$ cat src/rtl/display_driver_if.sv
// Stopwatch-to-display bus: refresh request and BCD digits in, MAX7219 serial link and busy out.
// The master modport is the display_driver side; the slave modport is the stopwatch/host side.
interface display_driver_if;
    logic       upd;
    logic [3:0] ces_0X;
    logic [3:0] ces_X0;
    logic [3:0] sec_0X;
    logic [2:0] sec_X0;
    logic [3:0] min_0X;
    logic [2:0] min_X0;
    logic       spi_cs_n;
    logic       spi_clk;
    logic       spi_mosi;
    logic       busy;

    modport master (
        input  upd, ces_0X, ces_X0, sec_0X, sec_X0, min_0X, min_X0,
        output spi_cs_n, spi_clk, spi_mosi, busy
    );

    modport slave (
        output upd, ces_0X, ces_X0, sec_0X, sec_X0, min_0X, min_X0,
        input  spi_cs_n, spi_clk, spi_mosi, busy
    );
endinterface

$ cat src/rtl/display_driver.sv
// MAX7219 driver: sends a 5-frame INIT sequence after reset, then 6-frame DIGITS sequences on request.
// Optional feature macro BLANK_LEADING_ZERO_EN: a zero tens-of-minutes digit is sent as code-B blank.
module display_driver (
    input logic              clk,
    input logic              res,
    display_driver_if.master bus
);

    typedef enum logic [1:0] {IDLE, LOAD, SHIFT, LATCH} state_t;
    typedef enum logic {MODE_INIT, MODE_DIGITS} mode_t;

    state_t      state;
    mode_t       mode;
    logic [2:0]  frame_idx;
    logic [3:0]  bit_cnt;
    logic        phase;
    logic [15:0] shift_reg;
    logic        pending;
    logic        cs_n_q;
    logic        sclk_q;
    logic        mosi_q;
    logic        busy_q;

    logic [3:0]  snap_ces_0x;
    logic [3:0]  snap_ces_x0;
    logic [3:0]  snap_sec_0x;
    logic [2:0]  snap_sec_x0;
    logic [3:0]  snap_min_0x;
    logic [2:0]  snap_min_x0;

    logic [15:0] frame_word;
    logic [3:0]  min_x0_code;
    logic        last_frame;
    logic        take_snapshot;

    assign bus.spi_cs_n = cs_n_q;
    assign bus.spi_clk  = sclk_q;
    assign bus.spi_mosi = mosi_q;
    assign bus.busy     = busy_q;

`ifdef BLANK_LEADING_ZERO_EN
    assign min_x0_code = (snap_min_x0 == 3'd0) ? 4'hF : {1'b0, snap_min_x0};
`else
    assign min_x0_code = {1'b0, snap_min_x0};
`endif

    assign last_frame = (mode == MODE_INIT) ? (frame_idx == 3'd4) : (frame_idx == 3'd5);

    // A DIGITS sequence starts either from IDLE or chained straight onto the end of INIT.
    assign take_snapshot = pending &&
                           (((state == IDLE) && (mode == MODE_DIGITS)) ||
                            ((state == LATCH) && (mode == MODE_INIT) && last_frame));

    always_comb begin
        frame_word = 16'h0000;
        if (mode == MODE_INIT) begin
            case (frame_idx)
                3'd0:    frame_word = 16'h0F00;
                3'd1:    frame_word = 16'h0C01;
                3'd2:    frame_word = 16'h09FF;
                3'd3:    frame_word = 16'h0A07;
                3'd4:    frame_word = 16'h0B05;
                default: frame_word = 16'h0000;
            endcase
        end else begin
            case (frame_idx)
                3'd0:    frame_word = {8'h01, 4'h0, snap_ces_0x};
                3'd1:    frame_word = {8'h02, 4'h0, snap_ces_x0};
                3'd2:    frame_word = {8'h03, 4'h0, snap_sec_0x};
                3'd3:    frame_word = {8'h04, 4'h0, 1'b0, snap_sec_x0};
                3'd4:    frame_word = {8'h05, 4'h0, snap_min_0x};
                3'd5:    frame_word = {8'h06, 4'h0, min_x0_code};
                default: frame_word = 16'h0000;
            endcase
        end
    end

    // A request arriving on the consuming cycle is absorbed by that start.
    always_ff @(posedge clk) begin
        if (!res) begin
            pending <= 1'b1;
        end else if (take_snapshot) begin
            pending <= 1'b0;
        end else if (bus.upd) begin
            pending <= 1'b1;
        end
    end

    always_ff @(posedge clk) begin
        if (!res) begin
            snap_ces_0x <= 4'd0;
            snap_ces_x0 <= 4'd0;
            snap_sec_0x <= 4'd0;
            snap_sec_x0 <= 3'd0;
            snap_min_0x <= 4'd0;
            snap_min_x0 <= 3'd0;
        end else if (take_snapshot) begin
            snap_ces_0x <= bus.ces_0X;
            snap_ces_x0 <= bus.ces_X0;
            snap_sec_0x <= bus.sec_0X;
            snap_sec_x0 <= bus.sec_X0;
            snap_min_0x <= bus.min_0X;
            snap_min_x0 <= bus.min_X0;
        end
    end

    // Outputs are set on entry to each state so every pin comes straight from a flop.
    always_ff @(posedge clk) begin
        if (!res) begin
            state     <= IDLE;
            mode      <= MODE_INIT;
            frame_idx <= 3'd0;
            bit_cnt   <= 4'd0;
            phase     <= 1'b0;
            shift_reg <= 16'h0000;
            cs_n_q    <= 1'b1;
            sclk_q    <= 1'b0;
            mosi_q    <= 1'b0;
            busy_q    <= 1'b0;
        end else begin
            case (state)
                IDLE: begin
                    if ((mode == MODE_INIT) || pending) begin
                        state     <= LOAD;
                        frame_idx <= 3'd0;
                        busy_q    <= 1'b1;
                    end
                end
                LOAD: begin
                    shift_reg <= {frame_word[14:0], 1'b0};
                    mosi_q    <= frame_word[15];
                    cs_n_q    <= 1'b0;
                    sclk_q    <= 1'b0;
                    bit_cnt   <= 4'd15;
                    phase     <= 1'b0;
                    state     <= SHIFT;
                end
                SHIFT: begin
                    if (!phase) begin
                        sclk_q <= 1'b1;
                        phase  <= 1'b1;
                    end else if (bit_cnt == 4'd0) begin
                        cs_n_q <= 1'b1;
                        sclk_q <= 1'b0;
                        mosi_q <= 1'b0;
                        state  <= LATCH;
                    end else begin
                        bit_cnt   <= bit_cnt - 4'd1;
                        phase     <= 1'b0;
                        sclk_q    <= 1'b0;
                        mosi_q    <= shift_reg[15];
                        shift_reg <= {shift_reg[14:0], 1'b0};
                    end
                end
                LATCH: begin
                    if (!last_frame) begin
                        frame_idx <= frame_idx + 3'd1;
                        state     <= LOAD;
                    end else if ((mode == MODE_INIT) && pending) begin
                        mode      <= MODE_DIGITS;
                        frame_idx <= 3'd0;
                        state     <= LOAD;
                    end else begin
                        mode      <= MODE_DIGITS;
                        frame_idx <= 3'd0;
                        busy_q    <= 1'b0;
                        state     <= IDLE;
                    end
                end
                default: state <= IDLE;
            endcase
        end
    end

endmodule

$ cat src/flat_wrapper.sv
// flat-port wrapper written by rule: the top's interface ports become plain ports
module display_driver_flat 
  (clk, res, bus_upd, bus_ces_0X, bus_ces_X0, bus_sec_0X, bus_sec_X0, bus_min_0X, bus_min_X0, bus_spi_cs_n, bus_spi_clk, bus_spi_mosi, bus_busy);
  display_driver_if bus_i ();
  input logic clk;
  input logic res;
  input wire logic [$bits(bus_i.upd)-1:0] bus_upd;
  input wire logic [$bits(bus_i.ces_0X)-1:0] bus_ces_0X;
  input wire logic [$bits(bus_i.ces_X0)-1:0] bus_ces_X0;
  input wire logic [$bits(bus_i.sec_0X)-1:0] bus_sec_0X;
  input wire logic [$bits(bus_i.sec_X0)-1:0] bus_sec_X0;
  input wire logic [$bits(bus_i.min_0X)-1:0] bus_min_0X;
  input wire logic [$bits(bus_i.min_X0)-1:0] bus_min_X0;
  output wire logic [$bits(bus_i.spi_cs_n)-1:0] bus_spi_cs_n;
  output wire logic [$bits(bus_i.spi_clk)-1:0] bus_spi_clk;
  output wire logic [$bits(bus_i.spi_mosi)-1:0] bus_spi_mosi;
  output wire logic [$bits(bus_i.busy)-1:0] bus_busy;
  assign bus_i.upd = bus_upd;
  assign bus_i.ces_0X = bus_ces_0X;
  assign bus_i.ces_X0 = bus_ces_X0;
  assign bus_i.sec_0X = bus_sec_0X;
  assign bus_i.sec_X0 = bus_sec_X0;
  assign bus_i.min_0X = bus_min_0X;
  assign bus_i.min_X0 = bus_min_X0;
  assign bus_spi_cs_n = bus_i.spi_cs_n;
  assign bus_spi_clk = bus_i.spi_clk;
  assign bus_spi_mosi = bus_i.spi_mosi;
  assign bus_busy = bus_i.busy;
  display_driver u_core (.clk(clk), .res(res), .bus(bus_i));
endmodule
$ cat config.mk
export PLATFORM = sky130hd
export DESIGN_NAME = display_driver_flat
export DESIGN_NICKNAME = d
export VERILOG_FILES = /design/src/rtl/display_driver_if.sv /design/src/rtl/display_driver.sv /design/src/flat_wrapper.sv
export SDC_FILE = /design/constraint.sdc
export NUM_CORES = 1
export LEC_CHECK = 0
export BUFFER_PORTS_ARGS = -buffer_cell sky130_fd_sc_hd__buf_2
export CAP_MARGIN = 20
export CORE_MARGIN = 2
export CORE_UTILIZATION = 62
export CTS_BUF_LIST = sky130_fd_sc_hd__clkbuf_8
export DETAILED_ROUTE_END_ITERATION = 10
export PLACE_DENSITY = 0.83
export SLEW_MARGIN = 20
export SYNTH_ARGS = -nofsm -noshare
export SYNTH_HDL_FRONTEND = slang
export SYNTH_SLANG_ARGS = --single-unit
$ cat constraint.sdc
create_clock -name clk -period 5 [get_ports clk]
set_input_delay 1.25 -clock clk [delete_from_list [all_inputs] [get_ports clk]]
set_output_delay 1.25 -clock clk [all_outputs]
set_load 0.01 [all_outputs]
==> results of run 1 <==
==> logic make-up (layout without fill, tap and decap cells) <==
group | Yosys count | in the layout | share of synthesized area (%)
flops | 53 | 53 | 41.37
simple gates | 88 | 88 | 17.02
fa+ha+maj | 11 | 11 | 5.366
mux | 26 | 26 | 10.20
buf+inv | 29 | 47 | 5.463
compound gates | 79 | 79 | 20.59
==> critical path, delay by kind of cell (launching register included) <==
family / cells / cell delay (ns)
AOI/OAI and AO/OA: 1 / 0.70
adders and majority gates: 1 / 0.41
buffers and inverters: 1 / 0.09
DFF: 1 / 0.39
muxes: 1 / 0.28
and+or+nand+nor: 2 / 0.38
==> final cells by class <==
cell class	count	share of cell area, %
multi-input cells	204	48.99
inverters	11	1.483
clock inverters	3	1.663
repair buffers	28	5.034
well taps	50	2.247
clock buffers	5	2.472
flip-flops and latches	53	38.11
==> metal layers <==
layer / part of all wire [%] / vias up / GRT usage, %
li1: - / 1070 / -
met1: 45 / 1024 / 30.98
met2: 49 / 58 / 43.69
met3: 4.2 / 11 / 4.276
met4: 1.7 / 0 / 9.750
met5: 0 / - / 0
==> power groups by stage <==
| stage | sequential (W) | clock [W] | combinational, W |
|---|---|---|---|
| after floorplan | 0.000512 | 0 | 0.000291 |
| after global placement | 0.000517 | 0 | 0.000350 |
| after detailed placement | 0.000519 | 0 | 0.000355 |
| after CTS | 0.000509 | 0.000297 | 0.000361 |
| after global routing | 0.000516 | 0.000317 | 0.000411 |
| final | 0.000509 | 0.000294 | 0.000361 |
==> final timing paths <==
check	cells past startpoint	startpoint	endpoint
setup / recovery	6	u_core.frame_idx[0]	u_core.snap_ces_x0[0]
hold / removal	2	u_core.shift_reg[10]	u_core.shift_reg[10]
setup reg to reg	6	u_core.frame_idx[0]	u_core.snap_ces_x0[0]
hold reg to reg	2	u_core.shift_reg[10]	u_core.shift_reg[10]
==> stage by stage <==
step	hold slack (ns)	power (W)
final	0.4576	0.001165
after detailed placement	0.4496	0.0008740
after CTS	0.4619	0.001167
after global routing	0.5067	0.001244
after floorplan	0.4317	0.0008026
after global placement	0.4406	0.0008664
==> cells in the final DEF (no fill, tap or decap), types with 4 or more instances in the layout <==
cell type	instances
clkbuf_8	5
nand3_1	5
nor2_1	37
nand2_1	13
inv_1	9
o21ai_0	17
nor3_1	7
buf_2	28
a31oi_1	4
o211ai_1	4
nor4_1	4
a22oi_1	12
ha_1	11
dfxtp_1	53
mux2i_1	25
a21oi_1	20
==> impl_metrics.env, run 1 <==
export IMPL_synth_cell_type_count=50
export IMPL_clk_pin_slew_ns=0.09
export IMPL_vias_per_cell=6.110
export IMPL_cts_made_buffers=5
export IMPL_fp_dieArea_mm2=0.004668
export IMPL_synthCells=286
export IMPL_cts_setup_buffers=0
export IMPL_finalSetupViolCount=0
export IMPL_grt_pass1_vias=2014
export IMPL_p_comb_share_pct=31.0
export IMPL_clock_power_share_pct=25.3
export IMPL_yosysTopAreaCellShare_pct=41.37
export IMPL_async_flop_share_pct=0
export IMPL_n_antenna_cell=0
export IMPL_vdd_drop_max_v=0.0002266
export IMPL_place_congestion=0.8910
export IMPL_power_density_mw_per_mm2=418.5
export IMPL_clk_latency_ns=0.31
export IMPL_finalNonFillerCells=354
export IMPL_dp_cells=346
export IMPL_port_buffers=28
export IMPL_crit_arrival_ns=2.56
export IMPL_cts_sinks=53
export IMPL_clk_path_buf_depth=2
export IMPL_relSlewSlack_pct=40.15
export IMPL_pwr_share_seq_pct=43.7
export IMPL_cts_resized=0
export IMPL_die_w_um=68.32
export IMPL_grt_pass1_wl_um=8901
export IMPL_drc_errors=0
export IMPL_hold_class="reg2reg"
export IMPL_synth_seq_cells=53
export IMPL_critical_path_cell_chain="inv_1, ha_1, and4b_1, o21ai_4, mux2i_1, nor2_1"
export IMPL_largest_reg_flops=15
export IMPL_post_route_util_pct=69.60
export IMPL_cts_tree="yes"
export IMPL_postRouteWirelength_um=5223
export IMPL_register_area_mm2=0.001061
export IMPL_max_freq_mhz=420.0
export IMPL_drive_gt1_share_pct=14.47
export IMPL_synth_ff_type="dfxtp_1"
export IMPL_fillers=327
export IMPL_cp_required_ns=5.17
export IMPL_hpwlAfterDp_um=3545
export IMPL_setup_ws_ns=2.619
export IMPL_rrSetupSlack_ns=2.62
export IMPL_tightest_slew_ns=0.8943
export IMPL_start_kind="flip-flop"
export IMPL_power_leakage_nw=1.205
export IMPL_placed_area_mm2=0.002669
export IMPL_synthTopCellsByCount="dfxtp_1, nor2_1, mux2i_1"
export IMPL_antenna_found_initial=0
export IMPL_die_h_um=68.32
export IMPL_drtIter0Drc=127
export IMPL_grt_use_total_pct=25.19
export IMPL_crit_path_max_fanout=23
export IMPL_vias=2163
export IMPL_routedWlPerCell_um=14.75
export IMPL_core_rowCount=23
export IMPL_synth_most_common_cell="dfxtp_1"
export IMPL_start_util_pct=64.12
export IMPL_layout_nets=339
export IMPL_syn_num_nets=322
export IMPL_final_area_mm2=0.002784
export IMPL_drv_slew=0
export IMPL_min_period_over_period_pct=47.62
export IMPL_fin_crit_ns=2.381
export IMPL_area_growth_pct=8.537
export IMPL_synth_edff_count=0
export IMPL_multi_input_area_mm2=0.001364
export IMPL_swShare_pct=35.06
export IMPL_finalSetupTns_ns=0
export IMPL_grt_ovfl_total=0
export IMPL_hold_violations=0
export IMPL_yosysWarnings=0
export IMPL_htreeDepth=2
export IMPL_synth_seq_area_share_pct=41.37
export IMPL_io_pin_count=29
export IMPL_status="complete, no violations"
export IMPL_dr_pass1_iters=4
export IMPL_internal_power_w=0.0007565
export IMPL_cts_root_buf="clkbuf_8"
export IMPL_switching_power_w=0.0004084
export IMPL_ant_nets=0
export IMPL_ctsHoldBuffers=0
export IMPL_pre_cts_ws_ns=2.648
export IMPL_synth_area_leader_cell="dfxtp_1"
export IMPL_rsz0062_at_grt="false"
export IMPL_clock_skew_ns=0.008007
export IMPL_critical_path_max_stage_delay_ns=0.70
export IMPL_core_area_mm2=0.004000
export IMPL_grt_max_degree=47
export IMPL_syn_avg_cell_area_um2=8.968
export IMPL_drv_cap=0
export IMPL_syn_cell_area_mm2=0.002565
export IMPL_yosys_top_cells_area="dfxtp_1, mux2i_1, nor2_1"
export IMPL_cp_end_kind="flip-flop"
export IMPL_critical_path_slowest_cell="o21ai_4"
export IMPL_path_class="reg2reg"
No activity file was read; power rests on OpenSTA's default activity.
==> run 2: changes to the inputs <==
--- a/config.mk
+++ b/config.mk
@@ -8,10 +8,10 @@
 export BUFFER_PORTS_ARGS = -buffer_cell sky130_fd_sc_hd__buf_2
 export CAP_MARGIN = 20
 export CORE_MARGIN = 2
-export CORE_UTILIZATION = 62
+export CORE_UTILIZATION = 60
 export CTS_BUF_LIST = sky130_fd_sc_hd__clkbuf_8
 export DETAILED_ROUTE_END_ITERATION = 10
-export PLACE_DENSITY = 0.83
+export PLACE_DENSITY = 0.81
 export SLEW_MARGIN = 20
 export SYNTH_ARGS = -nofsm -noshare
 export SYNTH_HDL_FRONTEND = slang
==> constraint.sdc (replaced) <==
create_clock -name clk -period 2.25 [get_ports clk]
set_input_delay 0.5625 -clock clk [delete_from_list [all_inputs] [get_ports clk]]
set_output_delay 0.5625 -clock clk [all_outputs]
set_load 0.01 [all_outputs]
==> run 2 against run 1 <==
Routed wire length shrank 0.33%. Critical path depth stayed put. Via count grew 2.1%. Sequential share of layout area shrank 1.2 points. Final cell count up 2.5%. Die area grew 3.1%. Register-to-register slack lost 2.4 ns. Flip-flop and latch count stayed put. Worst setup slack worse by 2.4 ns. Maximum frequency up 19%. Highest routed layer unchanged.
==> impl_metrics.env, run 2 (synthesized netlist as in run 1, its figures left out) <==
export IMPL_finalSetupViolCount=0
export IMPL_cts_resized=0
export IMPL_layout_nets=348
export IMPL_cp_end_kind="flip-flop"
export IMPL_relSlewSlack_pct=58.65
export IMPL_hold_class="reg2reg"
export IMPL_pre_cts_ws_ns=0.3132
export IMPL_die_h_um=69.38
export IMPL_power_leakage_nw=1.269
export IMPL_setup_ws_ns=0.2452
export IMPL_hpwlAfterDp_um=3676
export IMPL_fillers=324
export IMPL_grt_pass1_wl_um=9087
export IMPL_vias=2208
export IMPL_place_congestion=0.8866
export IMPL_tightest_slew_ns=0.6203
export IMPL_grt_use_total_pct=22.68
export IMPL_clk_latency_ns=0.30
export IMPL_cts_sinks=53
export IMPL_cts_root_buf="clkbuf_8"
export IMPL_reg2regPathDepth=6
export IMPL_p_total_w=0.002661
export IMPL_die_w_um=69.38
export IMPL_drc_errors=0
export IMPL_cp_required_ns=2.42
export IMPL_finalSetupTns_ns=0
export IMPL_layout_common_cells="dfxtp_1, nor2_1, buf_2, mux2i_1, a21oi_1"
export IMPL_fp_dieArea_mm2=0.004814
export IMPL_status="complete, no violations"
export IMPL_start_util_pct=63.21
export IMPL_routedWlPerCell_um=14.34
export IMPL_core_rowCount=23
export IMPL_power_density_mw_per_mm2=924.6
export IMPL_fin_crit_ns=2.005
export IMPL_n_antenna_cell=0
export IMPL_grt_ovfl_total=0
export IMPL_port_buffers=28
export IMPL_vdd_drop_max_v=0.0005615
export IMPL_path_class="reg2reg"
export IMPL_area_growth_pct=12.20
export IMPL_ant_nets=0
export IMPL_crit_arrival_ns=2.18
export IMPL_antenna_found_initial=0
export IMPL_htreeDepth=2
export IMPL_grt_pass1_vias=2034
export IMPL_vias_per_cell=6.083
export IMPL_largest_reg_flops=15
export IMPL_min_period_over_period_pct=89.10
export IMPL_cts_tree="yes"
export IMPL_drv_cap=0
export IMPL_postRouteWirelength_um=5206
export IMPL_hold_violations=0
export IMPL_drv_slew=0
export IMPL_rsz0062_at_grt="false"
export IMPL_max_freq_mhz=498.8
export IMPL_multi_input_area_mm2=0.001364
export IMPL_dr_pass1_iters=4
export IMPL_layout_commonest_cell="dfxtp_1"
export IMPL_cts_made_buffers=5
export IMPL_core_area_mm2=0.004058
export IMPL_clk_pin_slew_ns=0.09
export IMPL_min_path_cells=2
export IMPL_holdWs_ns=0.4623
export IMPL_io_pin_count=29
export IMPL_ctsHoldBuffers=0
export IMPL_clk_path_buf_depth=2
export IMPL_clock_skew_ns=0.006779
export IMPL_drtIter0Drc=136
export IMPL_drive_gt1_share_pct=16.61
export IMPL_crit_path_max_fanout=18
export IMPL_start_kind="flip-flop"
export IMPL_grt_max_degree=35
export IMPL_cts_setup_buffers=0
export IMPL_register_area_mm2=0.001061
run 2: cell count changes in the layout (fill, tap and decap cells not counted), sizes merged:
cell,before,now
clkinv,2,1
buf,28,37
inv,10,11
clkinvlp,1,0
clkbuf,5,6
run 2: per-layer routing:
| layer | up-vias | GRT usage [%] | share of wire [%] |
|---|---|---|---|
| li1 | 1087 | - | - |
| met1 | 1040 | 29.77 | 47 |
| met2 | 69 | 36.22 | 46 |
| met3 | 12 | 3.924 | 5.0 |
| met4 | 0 | 10.89 | 2.1 |
| met5 | - | 0 | 0 |
run 2: final cells by class:
class,count,area share [%]
inverter,11,1.435
clock buffer,6,2.870
timing repair buffer,37,8.087
tap,50,2.174
clock inverter,2,1.174
sequential,53,36.87
multi-input combinational,204,47.39
run 2: through the flow:
stage / cells / instance area, um^2 / utilization (%)
final: 363 / 2878 / 70.92
after global routing: 363 / 2878 / 70.92
after CTS: 363 / 2878 / 70.92
after floorplan: 286 / 2565 / -
after detailed placement: 355 / 2761 / 68.05
after global placement: 355 / 2761 / 68.05
run 2: final timing paths:
kind | from | endpoint | slack [ns]
hold reg to reg | u_core.shift_reg[10] | u_core.shift_reg[10] | 0.46
hold / removal | u_core.shift_reg[10] | u_core.shift_reg[10] | 0.46
setup / recovery | u_core.frame_idx[0] | u_core.shift_reg[2] | 0.25
setup reg to reg | u_core.frame_idx[0] | u_core.shift_reg[2] | 0.25
run 2: critical path: stages, from the launching register on:
cell	delay [ns]
dfxtp_1	0.40
inv_1	0.10
ha_1	0.42
nor4_1	0.42
nor3_1	0.10
a221oi_1	0.31
a221oi_1	0.12
run 2: power by group:
group,leakage [nW],switching [W],internal [W]
registers,0.431,0.0000859,0.00104
clock network,0.0626,0.000295,0.000358
logic,0.775,0.000514,0.000363
total,1.27,0.000895,0.00177
==> run 3: changes to the inputs <==
--- a/config.mk
+++ b/config.mk
@@ -5,11 +5,13 @@
 export SDC_FILE = /design/constraint.sdc
 export NUM_CORES = 1
 export LEC_CHECK = 0
+export ABC_AREA = 1
 export BUFFER_PORTS_ARGS = -buffer_cell sky130_fd_sc_hd__buf_2
 export CAP_MARGIN = 20
-export CORE_MARGIN = 2
-export CORE_UTILIZATION = 60
+export CORE_MARGIN = 3
+export CORE_UTILIZATION = 61
 export CTS_BUF_LIST = sky130_fd_sc_hd__clkbuf_8
+export CTS_CLUSTER_DIAMETER = 60
 export DETAILED_ROUTE_END_ITERATION = 10
 export PLACE_DENSITY = 0.81
 export SLEW_MARGIN = 20
==> run 3 against run 2 <==
Global-route usage grew 1.2 points. Sequential share of layout area is 0.30 points lower. Via count rose by 12%. Power shrank 0.19%. Flip-flop and latch count is the same. Worst hold slack lost 0.018 ns. Maximum frequency increased by 6.9%. First-iteration DRC count is 33% higher. Clock skew is 0.0017 ns lower. Synthesized area is 5.0% higher. Largest cell class unchanged. Largest power group unchanged.
==> impl_metrics.env, run 3 <==
export IMPL_postRouteWirelength_um=5800
export IMPL_routedWlPerCell_um=12.53
export IMPL_cp_end_kind="flip-flop"
export IMPL_clock_skew_ns=0.005109
export IMPL_yosysWarnings=0
export IMPL_hold_class="in2reg"
export IMPL_syn_num_nets=427
export IMPL_n_antenna_cell=0
export IMPL_area_growth_pct=7.710
export IMPL_rrSetupSlack_ns=0.37
export IMPL_async_flop_share_pct=0
export IMPL_vdd_drop_max_v=0.0007195
export IMPL_ant_nets=0
export IMPL_synth_seq_area_share_pct=39.39
export IMPL_grt_pass1_vias=2247
export IMPL_cts_resized=0
export IMPL_holdCritStartpoint="bus_upd"
export IMPL_grt_pass1_wl_um=10010
export IMPL_start_kind="flip-flop"
export IMPL_synth_edff_count=0
export IMPL_io_pin_count=29
export IMPL_place_congestion=0.8716
export IMPL_syn_cell_area_mm2=0.002694
export IMPL_r2r_start="u_core.state[0]"
export IMPL_largest_reg_flops=15
export IMPL_finalSetupViolCount=0
export IMPL_power_leakage_nw=1.294
export IMPL_die_w_um=72.46
export IMPL_layout_commonest_cell="nand2_1"
export IMPL_r2r_end="u_core.shift_reg[4]"
export IMPL_min_path_cells=3
export IMPL_worstHoldEndpoint="u_core.pending"
export IMPL_vias_per_cell=5.326
export IMPL_synthCells=391
export IMPL_synth_most_common_cell="nand2_1"
export IMPL_finalSetupTns_ns=0
export IMPL_clk_pin_slew_ns=0.09
export IMPL_htreeDepth=2
export IMPL_start_util_pct=65.46
export IMPL_grt_ovfl_total=0
export IMPL_drive_gt1_share_pct=12.59
export IMPL_vias=2466
export IMPL_hpwlAfterDp_um=4172
export IMPL_synth_area_leader_cell="dfxtp_1"
export IMPL_max_freq_mhz=533.1
export IMPL_dr_pass1_iters=4
export IMPL_die_h_um=72.46
export IMPL_port_buffers=28
export IMPL_post_route_util_pct=70.51
export IMPL_core_rowCount=23
export IMPL_crit_arrival_ns=2.13
export IMPL_relSlewSlack_pct=61.91
export IMPL_crit_path_max_fanout=15
export IMPL_clk_latency_ns=0.31
export IMPL_core_area_mm2=0.004115
export IMPL_drc_errors=0
export IMPL_cp_required_ns=2.51
export IMPL_min_period_over_period_pct=83.36
export IMPL_ctsHoldBuffers=0
export IMPL_rsz0062_at_grt="false"
export IMPL_yosys_top_cells_area="dfxtp_1, nand2_1, nand3_1"
export IMPL_reg2regPathDepth=11
export IMPL_drv_slew=0
export IMPL_synth_seq_cells=53
export IMPL_yosysTopAreaCellShare_pct=39.39
export IMPL_cts_made_buffers=5
export IMPL_layout_common_cells="nand2_1, dfxtp_1, nand3_1, a21oi_1, inv_1"
export IMPL_cts_sinks=53
export IMPL_syn_avg_cell_area_um2=6.890
export IMPL_hold_violations=0
export IMPL_drv_cap=0
export IMPL_synth_ff_type="dfxtp_1"
export IMPL_cts_tree="yes"
export IMPL_synth_cell_type_count=28
export IMPL_drtIter0Drc=181
export IMPL_grt_max_degree=36
export IMPL_layout_nets=449
export IMPL_fp_dieArea_mm2=0.005250
export IMPL_grt_use_total_pct=23.84
export IMPL_fin_crit_ns=1.876
export IMPL_cts_setup_buffers=0
export IMPL_clk_path_buf_depth=2
export IMPL_cts_root_buf="clkbuf_8"
export IMPL_status="complete, no violations"
export IMPL_p_total_w=0.002656
export IMPL_antenna_found_initial=0
export IMPL_power_density_mw_per_mm2=915.3
export IMPL_synthTopCellsByCount="nand2_1, dfxtp_1, nand3_1"
export IMPL_tightest_slew_ns=0.5693
export IMPL_path_class="reg2reg"
==> run 3: critical path, stage by stage, from the launching register on <==
cell and delay [ns]:
dfxtp_1 0.41, inv_1 0.11, ha_1 0.23, inv_2 0.22
nor2_4 0.06, nor2_4 0.15, nand2_4 0.11, inv_2 0.19
nand2_1 0.12, nor2_1 0.12, nand2_1 0.06, nand2_1 0.06
==> run 3: layout make-up <==
class | instances | area [um^2]
Clock buffer | 6 | 82.58
Inverter | 32 | 120.1
Timing Repair Buffer | 31 | 162.7
Multi-Input combinational cell | 290 | 1409
Sequential cell | 53 | 1061
Clock inverter | 1 | 3.754
Fill cell | 377 | 1214
Tap cell | 50 | 62.56
==> run 3: how the worst max path moves through the flow <==
stage | startpoint | to | slack (ns) | cells after the start
finish | u_core.state[0] | u_core.shift_reg[4] | 0.37 | 11
floorplan | u_core.state[0] | u_core.bit_cnt[3] | 0.77 | 10
detailed placement | u_core.state[0] | u_core.shift_reg[2] | 0.40 | 11
CTS | u_core.state[0] | u_core.shift_reg[2] | 0.37 | 11
global route | u_core.frame_idx[0] | u_core.snap_ces_x0[3] | 0.20 | 9
global placement | u_core.state[0] | u_core.shift_reg[4] | 0.46 | 11
==> run 3: kinds of logic (layout without fill, tap and decap cells) <==
family / Yosys count / in the layout / synth area share [%]
DFF: 53 / 53 / 39.39
and+or+nand+nor: 220 / 220 / 35.72
adders and majority gates: 11 / 11 / 5.109
buffers and inverters: 48 / 70 / 8.313
AOI/OAI and AO/OA: 59 / 59 / 11.47
==> run 3: stage by stage <==
stage	setup WS (ns)	instance area (um^2)	hold WS, ns	std cells
after floorplan	0.7659	2694	0.4186	391
after global placement	0.4622	2815	0.4336	456
after detailed placement	0.3985	2815	0.4379	456
after CTS	0.3741	2902	0.4390	463
after global routing	0.2037	2902	0.4696	463
final	0.3744	2902	0.4439	463
==> run 3: routing by layer <==
metal / vias up / global-route usage [%] / share of wire (%)
met5: - / 0 / 0
met4: 0 / 7.787 / 0.53
met3: 4 / 4.709 / 4.9
met2: 51 / 37.21 / 45
met1: 1106 / 33.16 / 50
li1: 1305 / - / -
==> run 3: where the power goes <==
| group | internal (W) | switching [W] |
|---|---|---|
| clock | 0.000240 | 0.000291 |
| combinational | 0.000333 | 0.000638 |
| sequential | 0.00107 | 0.0000868 |
| total | 0.00164 | 0.00102 |
